===== config.mk =====
export PLATFORM = sky130hd
export DESIGN_NAME = uart_periph
export DESIGN_NICKNAME = d
export VERILOG_FILES = /design/src/rtl/uart_periph.sv
export SDC_FILE = /design/constraint.sdc
export NUM_CORES = 1
export LEC_CHECK = 0
export BUFFER_PORTS_ARGS = -buffer_cell sky130_fd_sc_hd__buf_2
export CAP_MARGIN = 20
export CORE_AREA = 2 2 153 155
export DETAILED_ROUTE_END_ITERATION = 8
export DIE_AREA = 0 0 155 157
export SETUP_SLACK_MARGIN = 0.1
export SLEW_MARGIN = 10
export SYNTH_ARGS = -nofsm -noshare
export SYNTH_HDL_FRONTEND = slang
export SYNTH_SLANG_ARGS = --single-unit

===== constraint.sdc =====
create_clock -name clk -period 4.5 [get_ports clk]
set_input_delay 0 -clock clk [delete_from_list [all_inputs] [get_ports clk]]
set_output_delay 0 -clock clk [all_outputs]
set_load 0.02 [all_outputs]

===== src/rtl/uart_periph.sv =====
// Memory-mapped 8N1 UART: TX shifter, mid-bit-sampling RX, small RX FIFO and a
// registered level interrupt, all on a single clock with synchronous reset.
module uart_periph #(
  parameter int CLK_DIV_DEFAULT = 434,
  parameter int RX_FIFO_DEPTH   = 4
) (
  input  logic        clk,
  input  logic        reset,
  input  logic        mem_cmd_sel,
  input  logic        mem_cmd_valid,
  input  logic        mem_cmd_wr,
  input  logic [11:0] mem_cmd_addr,
  input  logic [31:0] mem_cmd_wdata,
  output logic        mem_rsp_ready,
  output logic [31:0] mem_rsp_rdata,
  output logic        uart_tx,
  input  logic        uart_rx,
  output logic        irq
);

  localparam int PTR_W = $clog2(RX_FIFO_DEPTH);
  localparam int CNT_W = PTR_W + 1;
  localparam logic [15:0] DIV_RESET = 16'(CLK_DIV_DEFAULT);
  localparam logic [CNT_W-1:0] FIFO_FULL_CNT = CNT_W'(RX_FIFO_DEPTH);

  typedef enum logic [1:0] {TX_IDLE, TX_START, TX_DATA, TX_STOP} tx_state_e;
  typedef enum logic [1:0] {RX_IDLE, RX_START, RX_DATA, RX_STOP} rx_state_e;

  // Bus decode
  logic       cmd_acc, cmd_hit, rd_acc, rd_hit, wr_hit;
  logic [1:0] reg_sel;

  assign cmd_acc = mem_cmd_valid & mem_cmd_sel;
  assign cmd_hit = cmd_acc & (mem_cmd_addr[11:4] == 8'd0);
  assign rd_acc  = cmd_acc & ~mem_cmd_wr;
  assign rd_hit  = cmd_hit & ~mem_cmd_wr;
  assign wr_hit  = cmd_hit & mem_cmd_wr;
  assign reg_sel = mem_cmd_addr[3:2];

  logic unused_bits;
  assign unused_bits = ^{mem_cmd_addr[1:0], mem_cmd_wdata[31:16]};

  // Configuration and sticky status
  logic [15:0] div_q, div_d, div_eff;
  logic        irq_en_q, irq_en_d;
  logic        overrun_q, overrun_d;
  logic        frame_err_q, frame_err_d;
  logic        overrun_set, frame_err_set;

  // Divisors below 4 would make the half-bit wait degenerate
  assign div_eff = (div_q < 16'd4) ? 16'd4 : div_q;

  always_comb begin
    div_d       = div_q;
    irq_en_d    = irq_en_q;
    overrun_d   = overrun_q;
    frame_err_d = frame_err_q;
    if (wr_hit && reg_sel == 2'd2) div_d = mem_cmd_wdata[15:0];
    if (wr_hit && reg_sel == 2'd3) irq_en_d = mem_cmd_wdata[0];
    if (wr_hit && reg_sel == 2'd1) begin
      if (mem_cmd_wdata[3]) overrun_d = 1'b0;
      if (mem_cmd_wdata[4]) frame_err_d = 1'b0;
    end
    if (overrun_set) overrun_d = 1'b1;
    if (frame_err_set) frame_err_d = 1'b1;
  end

  // Transmitter
  tx_state_e   tx_state_q, tx_state_d;
  logic [15:0] tx_cnt_q, tx_cnt_d;
  logic [15:0] tx_div_q, tx_div_d;
  logic [7:0]  tx_shift_q, tx_shift_d;
  logic [2:0]  tx_bit_q, tx_bit_d;
  logic        tx_out_q, tx_out_d;
  logic        tx_busy, tx_load, tx_last;

  assign tx_busy = (tx_state_q != TX_IDLE);
  assign tx_load = wr_hit && (reg_sel == 2'd0) && !tx_busy;
  assign tx_last = (tx_cnt_q == tx_div_q - 16'd1);

  always_comb begin
    tx_state_d = tx_state_q;
    tx_cnt_d   = tx_cnt_q;
    tx_div_d   = tx_div_q;
    tx_shift_d = tx_shift_q;
    tx_bit_d   = tx_bit_q;
    tx_out_d   = tx_out_q;
    case (tx_state_q)
      TX_IDLE: begin
        if (tx_load) begin
          tx_state_d = TX_START;
          tx_cnt_d   = 16'd0;
          tx_div_d   = div_eff;
          tx_shift_d = mem_cmd_wdata[7:0];
          tx_out_d   = 1'b0;
        end
      end
      TX_START: begin
        if (tx_last) begin
          tx_state_d = TX_DATA;
          tx_cnt_d   = 16'd0;
          tx_bit_d   = 3'd0;
          tx_out_d   = tx_shift_q[0];
        end else begin
          tx_cnt_d = tx_cnt_q + 16'd1;
        end
      end
      TX_DATA: begin
        if (tx_last) begin
          tx_cnt_d = 16'd0;
          if (tx_bit_q == 3'd7) begin
            tx_state_d = TX_STOP;
            tx_out_d   = 1'b1;
          end else begin
            tx_bit_d   = tx_bit_q + 3'd1;
            tx_shift_d = {1'b0, tx_shift_q[7:1]};
            tx_out_d   = tx_shift_q[1];
          end
        end else begin
          tx_cnt_d = tx_cnt_q + 16'd1;
        end
      end
      TX_STOP: begin
        if (tx_last) begin
          tx_state_d = TX_IDLE;
          tx_out_d   = 1'b1;
        end else begin
          tx_cnt_d = tx_cnt_q + 16'd1;
        end
      end
      default: begin
        tx_state_d = TX_IDLE;
        tx_out_d   = 1'b1;
      end
    endcase
  end

  // Receiver: sync[0], sync[1] form the synchronizer, sync[2] is the edge history
  logic [2:0]  rx_sync_q, rx_sync_d;
  rx_state_e   rx_state_q, rx_state_d;
  logic [15:0] rx_cnt_q, rx_cnt_d;
  logic [15:0] rx_div_q, rx_div_d;
  logic [15:0] rx_half;
  logic [7:0]  rx_shift_q, rx_shift_d;
  logic [2:0]  rx_bit_q, rx_bit_d;
  logic        rx_in, rx_fall, rx_last, rx_half_last, rx_stop_ok;

  assign rx_sync_d    = {rx_sync_q[1:0], uart_rx};
  assign rx_in        = rx_sync_q[1];
  assign rx_fall      = rx_sync_q[2] & ~rx_sync_q[1];
  assign rx_half      = {1'b0, rx_div_q[15:1]};
  assign rx_last      = (rx_cnt_q == rx_div_q - 16'd1);
  assign rx_half_last = (rx_cnt_q == rx_half - 16'd1);

  always_comb begin
    rx_state_d    = rx_state_q;
    rx_cnt_d      = rx_cnt_q;
    rx_div_d      = rx_div_q;
    rx_shift_d    = rx_shift_q;
    rx_bit_d      = rx_bit_q;
    rx_stop_ok    = 1'b0;
    frame_err_set = 1'b0;
    case (rx_state_q)
      RX_IDLE: begin
        if (rx_fall) begin
          rx_state_d = RX_START;
          rx_cnt_d   = 16'd0;
          rx_div_d   = div_eff;
        end
      end
      RX_START: begin
        if (rx_half_last) begin
          rx_cnt_d   = 16'd0;
          rx_bit_d   = 3'd0;
          rx_state_d = rx_in ? RX_IDLE : RX_DATA;
        end else begin
          rx_cnt_d = rx_cnt_q + 16'd1;
        end
      end
      RX_DATA: begin
        if (rx_last) begin
          rx_cnt_d   = 16'd0;
          rx_shift_d = {rx_in, rx_shift_q[7:1]};
          if (rx_bit_q == 3'd7) rx_state_d = RX_STOP;
          else                  rx_bit_d   = rx_bit_q + 3'd1;
        end else begin
          rx_cnt_d = rx_cnt_q + 16'd1;
        end
      end
      RX_STOP: begin
        if (rx_last) begin
          rx_state_d    = RX_IDLE;
          rx_stop_ok    = rx_in;
          frame_err_set = ~rx_in;
        end else begin
          rx_cnt_d = rx_cnt_q + 16'd1;
        end
      end
      default: rx_state_d = RX_IDLE;
    endcase
  end

  // RX FIFO; a pop in the same cycle frees the slot for an incoming byte
  logic [7:0]       fifo_mem_q [RX_FIFO_DEPTH];
  logic [7:0]       fifo_mem_d [RX_FIFO_DEPTH];
  logic [PTR_W-1:0] wr_ptr_q, wr_ptr_d, rd_ptr_q, rd_ptr_d;
  logic [CNT_W-1:0] fifo_cnt_q, fifo_cnt_d;
  logic             fifo_push, fifo_pop, rx_nonempty, rx_full;
  logic [7:0]       fifo_head;

  assign rx_nonempty = (fifo_cnt_q != '0);
  assign rx_full     = (fifo_cnt_q == FIFO_FULL_CNT);
  assign fifo_pop    = rd_hit && (reg_sel == 2'd0) && rx_nonempty;
  assign fifo_push   = rx_stop_ok && (!rx_full || fifo_pop);
  assign overrun_set = rx_stop_ok && rx_full && !fifo_pop;
  assign fifo_head   = fifo_mem_q[rd_ptr_q];

  always_comb begin
    fifo_mem_d = fifo_mem_q;
    wr_ptr_d   = wr_ptr_q;
    rd_ptr_d   = rd_ptr_q;
    fifo_cnt_d = fifo_cnt_q;
    if (fifo_push) begin
      fifo_mem_d[wr_ptr_q] = rx_shift_q;
      wr_ptr_d = wr_ptr_q + PTR_W'(1);
    end
    if (fifo_pop) rd_ptr_d = rd_ptr_q + PTR_W'(1);
    case ({fifo_push, fifo_pop})
      2'b10:   fifo_cnt_d = fifo_cnt_q + CNT_W'(1);
      2'b01:   fifo_cnt_d = fifo_cnt_q - CNT_W'(1);
      default: fifo_cnt_d = fifo_cnt_q;
    endcase
  end

  // Read response and interrupt
  logic        rsp_ready_q, rsp_ready_d;
  logic [31:0] rsp_rdata_q, rsp_rdata_d;
  logic        irq_q, irq_d;

  always_comb begin
    rsp_ready_d = rd_acc;
    rsp_rdata_d = 32'd0;
    if (rd_hit) begin
      case (reg_sel)
        2'd0:    rsp_rdata_d = rx_nonempty ? {1'b1, 23'd0, fifo_head} : 32'd0;
        2'd1:    rsp_rdata_d = {27'd0, frame_err_q, overrun_q, rx_full, rx_nonempty, tx_busy};
        2'd2:    rsp_rdata_d = {16'd0, div_q};
        default: rsp_rdata_d = {31'd0, irq_en_q};
      endcase
    end
    irq_d = irq_en_q & rx_nonempty;
  end

  always_ff @(posedge clk) begin
    fifo_mem_q <= fifo_mem_d;
  end

  always_ff @(posedge clk) begin
    if (reset) begin
      div_q       <= DIV_RESET;
      irq_en_q    <= 1'b0;
      overrun_q   <= 1'b0;
      frame_err_q <= 1'b0;
      tx_state_q  <= TX_IDLE;
      tx_cnt_q    <= 16'd0;
      tx_div_q    <= DIV_RESET;
      tx_shift_q  <= 8'd0;
      tx_bit_q    <= 3'd0;
      tx_out_q    <= 1'b1;
      rx_sync_q   <= 3'b111;
      rx_state_q  <= RX_IDLE;
      rx_cnt_q    <= 16'd0;
      rx_div_q    <= DIV_RESET;
      rx_shift_q  <= 8'd0;
      rx_bit_q    <= 3'd0;
      wr_ptr_q    <= '0;
      rd_ptr_q    <= '0;
      fifo_cnt_q  <= '0;
      rsp_ready_q <= 1'b0;
      rsp_rdata_q <= 32'd0;
      irq_q       <= 1'b0;
    end else begin
      div_q       <= div_d;
      irq_en_q    <= irq_en_d;
      overrun_q   <= overrun_d;
      frame_err_q <= frame_err_d;
      tx_state_q  <= tx_state_d;
      tx_cnt_q    <= tx_cnt_d;
      tx_div_q    <= tx_div_d;
      tx_shift_q  <= tx_shift_d;
      tx_bit_q    <= tx_bit_d;
      tx_out_q    <= tx_out_d;
      rx_sync_q   <= rx_sync_d;
      rx_state_q  <= rx_state_d;
      rx_cnt_q    <= rx_cnt_d;
      rx_div_q    <= rx_div_d;
      rx_shift_q  <= rx_shift_d;
      rx_bit_q    <= rx_bit_d;
      wr_ptr_q    <= wr_ptr_d;
      rd_ptr_q    <= rd_ptr_d;
      fifo_cnt_q  <= fifo_cnt_d;
      rsp_ready_q <= rsp_ready_d;
      rsp_rdata_q <= rsp_rdata_d;
      irq_q       <= irq_d;
    end
  end

  assign mem_rsp_ready = rsp_ready_q;
  assign mem_rsp_rdata = rsp_rdata_q;
  assign uart_tx       = tx_out_q;
  assign irq           = irq_q;

endmodule


==> results.py <==
metrics = {
    "global_route": {
        "grt_use_total_pct": 17.8,
        "grt_overflow": 0,
        "grt_pass1_wl_um": 34900,
        "grt_pass1_vias": 6784,
        "antenna_found_initial": 1,
        "grt_start_max_net_pins": 54,
    },
    "power_and_ir_drop": {
        "pwr-share-seq_pct": 48.0,
        "p_sw_share_pct": 26.4,
        "power.density_mw_per_mm2": 332,
        "combPwrFrac_pct": 7.8,
        "power.internal_w": 0.00248,
        "clockPowerShare_pct": 44.2,
        "vdd_ir_drop_max_uv": 234,
        "total_leakage_power_nw": 3.71,
        "power.switching_w": 0.000886,
    },
    "logic_synthesis": {
        "postSynth.asyncResetShare_pct": 0,
        "postSynthCellCount": 1050,
        "yosysUniqueCellTypes": 77,
        "synth.avg_cell_area_um2": 8.55,
        "synthTopCellsByArea": "dfxtp_1 31%, edfxtp_1 11%, nand2_1 6.1%",
        "synth_edf_count": 32,
        "synth_seq_cells": 171,
        "netlist_area_mm2": 0.00898,
        "synth_largest_area_cell": "dfxtp_1",
        "seq_area_frac_synth_pct": 41.7,
        "ys.flop_type": "dfxtp_1",
        "synth_top_area_share_pct": 31.0,
        "synth_warnings": 0,
    },
    "cts": {
        "post_cts_resized": 0,
        "clock_path_buffers": 2,
        "path_clk_slew_ns": 0.08,
        "htreeDepth": 4,
        "root_buffer": "clkbuf_16",
        "cts_tree": "yes",
        "clock-sinks": 171,
        "cts_buffers": 17,
        "post_cts_buffers": 0,
        "clk_latency_ns": 0.43,
    },
    "placed_design": {
        "gp_congestion": 0.822,
        "port_buffers": 51,
        "post-dp-hpwl_um": 15000,
    },
    "floorplanning": {
        "die_h_um": 157,
        "fp.coreArea_mm2": 0.0225,
        "dieArea_mm2": 0.0243,
        "die_w_um": 155,
        "initial_core_util_pct": 39.9,
        "ioPinCount": 85,
        "row_count": 55,
    },
    "critical_path": {
        "critPathKind": "flip-flop to flip-flop",
        "crit_required_ns": 4.86,
        "worstPathArrival_ns": 4.36,
        "critPathCaptureType": "flip-flop",
        "cp_common_cell": "inv_1",
        "slowest_stage": "or4b_1",
        "path_cells": "inv_1 -> ha_1 -> or4b_1 -> nor4b_1 -> nand4_1 -> a32oi_1 -> nand4_1 -> nor2_1 -> buf_4 -> inv_1 -> ha_1 -> inv_1 -> fa_1 -> xor2_1 -> or3_1 -> a21oi_1",
        "crit_fanout": 8,
        "cp_slowest_stage_delay_ns": 0.56,
        "path_buf_inv": 4,
        "cp-start-kind": "flip-flop",
        "cp_top_family": "simple AND/OR/NAND/NOR gates",
    },
    "timing": {
        "finalCritPeriodShare_pct": 88.9,
        "max_slew_margin_pct": 34.8,
        "final-setup-viol-count": 0,
        "clock.fmax_mhz": 250,
        "skew_ns": 0.0179,
        "worst_pin_slew_ns": 0.974,
        "drv_slew": 0,
        "tns_ns": 0,
        "hold_viol": 0,
        "finalCriticalPeriod_ns": 4.00,
        "hold_slack_ns": 0.0250,
        "rsz0062_at_grt": "false",
    },
    "routing": {
        "wl_um": 21100,
        "via_count": 7305,
        "vias_per_cell": 5.32,
        "wire_per_inst_um": 15.3,
        "drt_iter0_drc": 460,
        "ant_nets": 0,
        "first_pass_iters": 5,
        "drc": 0,
    },
    "final_layout": {
        "final_cell_mix": "146 x nand2_1, 139 x dfxtp_1, 84 x nor2_1",
        "final-seq-area_mm2": 0.00374,
        "drive_above_1_share_pct": 10.7,
        "multi_input_area_mm2": 0.00476,
        "diodes": 0,
        "finalNetCount": 1147,
        "fillers": 2172,
        "area_growth_pct": 12.6,
        "mostFrequentLayoutCell": "nand2_1",
    },
    "status": {
        "status": "finished clean",
    },
    "flow_run": {
        "max-cap-violations": 0,
    },
    "min_path": {
        "hold_path_class": "input pin to flip-flop",
    },
}
## stage by stage
stage                     util [%]  setup slack (ns)  instance area [um^2]  total power [W]  std cells
after floorplan                  -              1.00                  9030          0.00184       1064
after global placement        41.4             0.688                  9310          0.00189       1322
after detailed placement      41.4             0.535                  9310          0.00190       1322
after CTS                     44.9             0.508                 10100          0.00340       1373
after global routing          44.9             0.139                 10100          0.00349       1374
final                         44.9             0.501                 10100          0.00336       1374
## final timing paths
check,start,cells past startpoint,slack [ns],end
worst max-delay path,rx_div_q[1],16,0.50,fifo_cnt_q[2]
worst min-delay path,mem_cmd_addr[2],3,0.03,mem_rsp_rdata[0]
worst max register to register,rx_div_q[1],16,0.50,fifo_cnt_q[2]
worst min register to register,rx_sync_q[0],1,0.41,rx_sync_q[1]
## metal layers
| metal | track usage (%) | share of wire [%] | vias up |
|---|---|---|---|
| met5 | 0 | 0.033 | - |
| met3 | 3.69 | 4.2 | 20 |
| li1 | - | - | 3724 |
| met2 | 28.7 | 47 | 139 |
| met1 | 24.3 | 48 | 3420 |
| met4 | 4.89 | 1.3 | 2 |
## cell usage after synthesis (all sizes together), types with 6 or more instances
master	count
ha	19
o21ai	39
nand2	146
o211ai	9
a21oi	67
buf	22
and2	19
nor3	28
inv	34
nor3b	6
or2	11
a211oi	14
nand3	41
a31oi	8
nand3b	17
a211o	7
clkbuf	65
dfxtp	139
nor2	84
xor2	28
nor2b	20
edfxtp	32
o22ai	9
mux4	8
or3	11
nand4	11
nor4	16
a2111oi	12
mux2i	10
xnor2	36
and3	23
## timing repair
item                       4_1_cts  5_1_grt
hold endpoints to repair        23        0
setup endpoints to repair        0        0
hold buffers                    20        0
## final cells by class
| class | instances | share of cell area, % |
|---|---|---|
| Tap cell | 285 | 3.53 |
| Sequential cell | 171 | 37.0 |
| Multi-Input combinational cell | 772 | 47.0 |
| Inverter | 34 | 1.26 |
| Clock buffer | 17 | 4.21 |
| Clock inverter | 14 | 1.71 |
| Timing Repair Buffer | 81 | 5.25 |
## power groups by stage
| stage | clock [W] | sequential, W | combinational (W) |
|---|---|---|---|
| floorplan | 0 | 0.00164 | 0.000197 |
| global placement | 0 | 0.00165 | 0.000247 |
| detailed placement | 0 | 0.00165 | 0.000248 |
| CTS | 0.00152 | 0.00161 | 0.000263 |
| global route | 0.00158 | 0.00162 | 0.000294 |
| finish | 0.00149 | 0.00161 | 0.000263 |
## worst register-to-register path, delay by kind of cell, from the launching register on
family                   cells  cell delay (ns)
AND/OR/NAND/NOR              6             1.98
adder cells (fa/ha/maj)      3             0.70
buffers and inverters        4             0.41
AO/OA/AOI/OAI                2             0.41
flip-flops                   1             0.37
XOR/XNOR                     1             0.07
## cells by family (layout without fill, tap and decap cells)
| kind of cell | count (synthesis) | after routing | synth area share, % |
|---|---|---|---|
| flip-flops | 171 | 171 | 41.7 |
| buffers and inverters | 121 | 146 | 5.91 |
| AO/OA/AOI/OAI | 201 | 201 | 14.7 |
| other | 1 | 15 | 0.0418 |
| multiplexers | 19 | 19 | 3.25 |
| AND/OR/NAND/NOR | 453 | 453 | 25.3 |
| adder cells (fa/ha/maj) | 20 | 20 | 2.87 |
| XOR/XNOR | 64 | 64 | 6.24 |
## registers in the layout, summed over array words and instances (netlist names), 2 cells and up, named ones only
| signal | flops |
|---|---|
| wr_ptr_q | 2 |
| rd_ptr_q | 2 |
| rx_shift_q | 8 |
| rx_div_q | 16 |
| tx_div_q | 16 |
| rx_cnt_q | 16 |
| tx_bit_q | 3 |
| rx_bit_q | 3 |
| tx_shift_q | 8 |
| mem_rsp_rdata | 17 |
| tx_state_q | 2 |
| fifo_mem_q | 32 |
| div_q | 16 |
| tx_cnt_q | 16 |
| fifo_cnt_q | 3 |
| rx_sync_q | 3 |
Note: power is estimated with default switching activity, not from simulation.
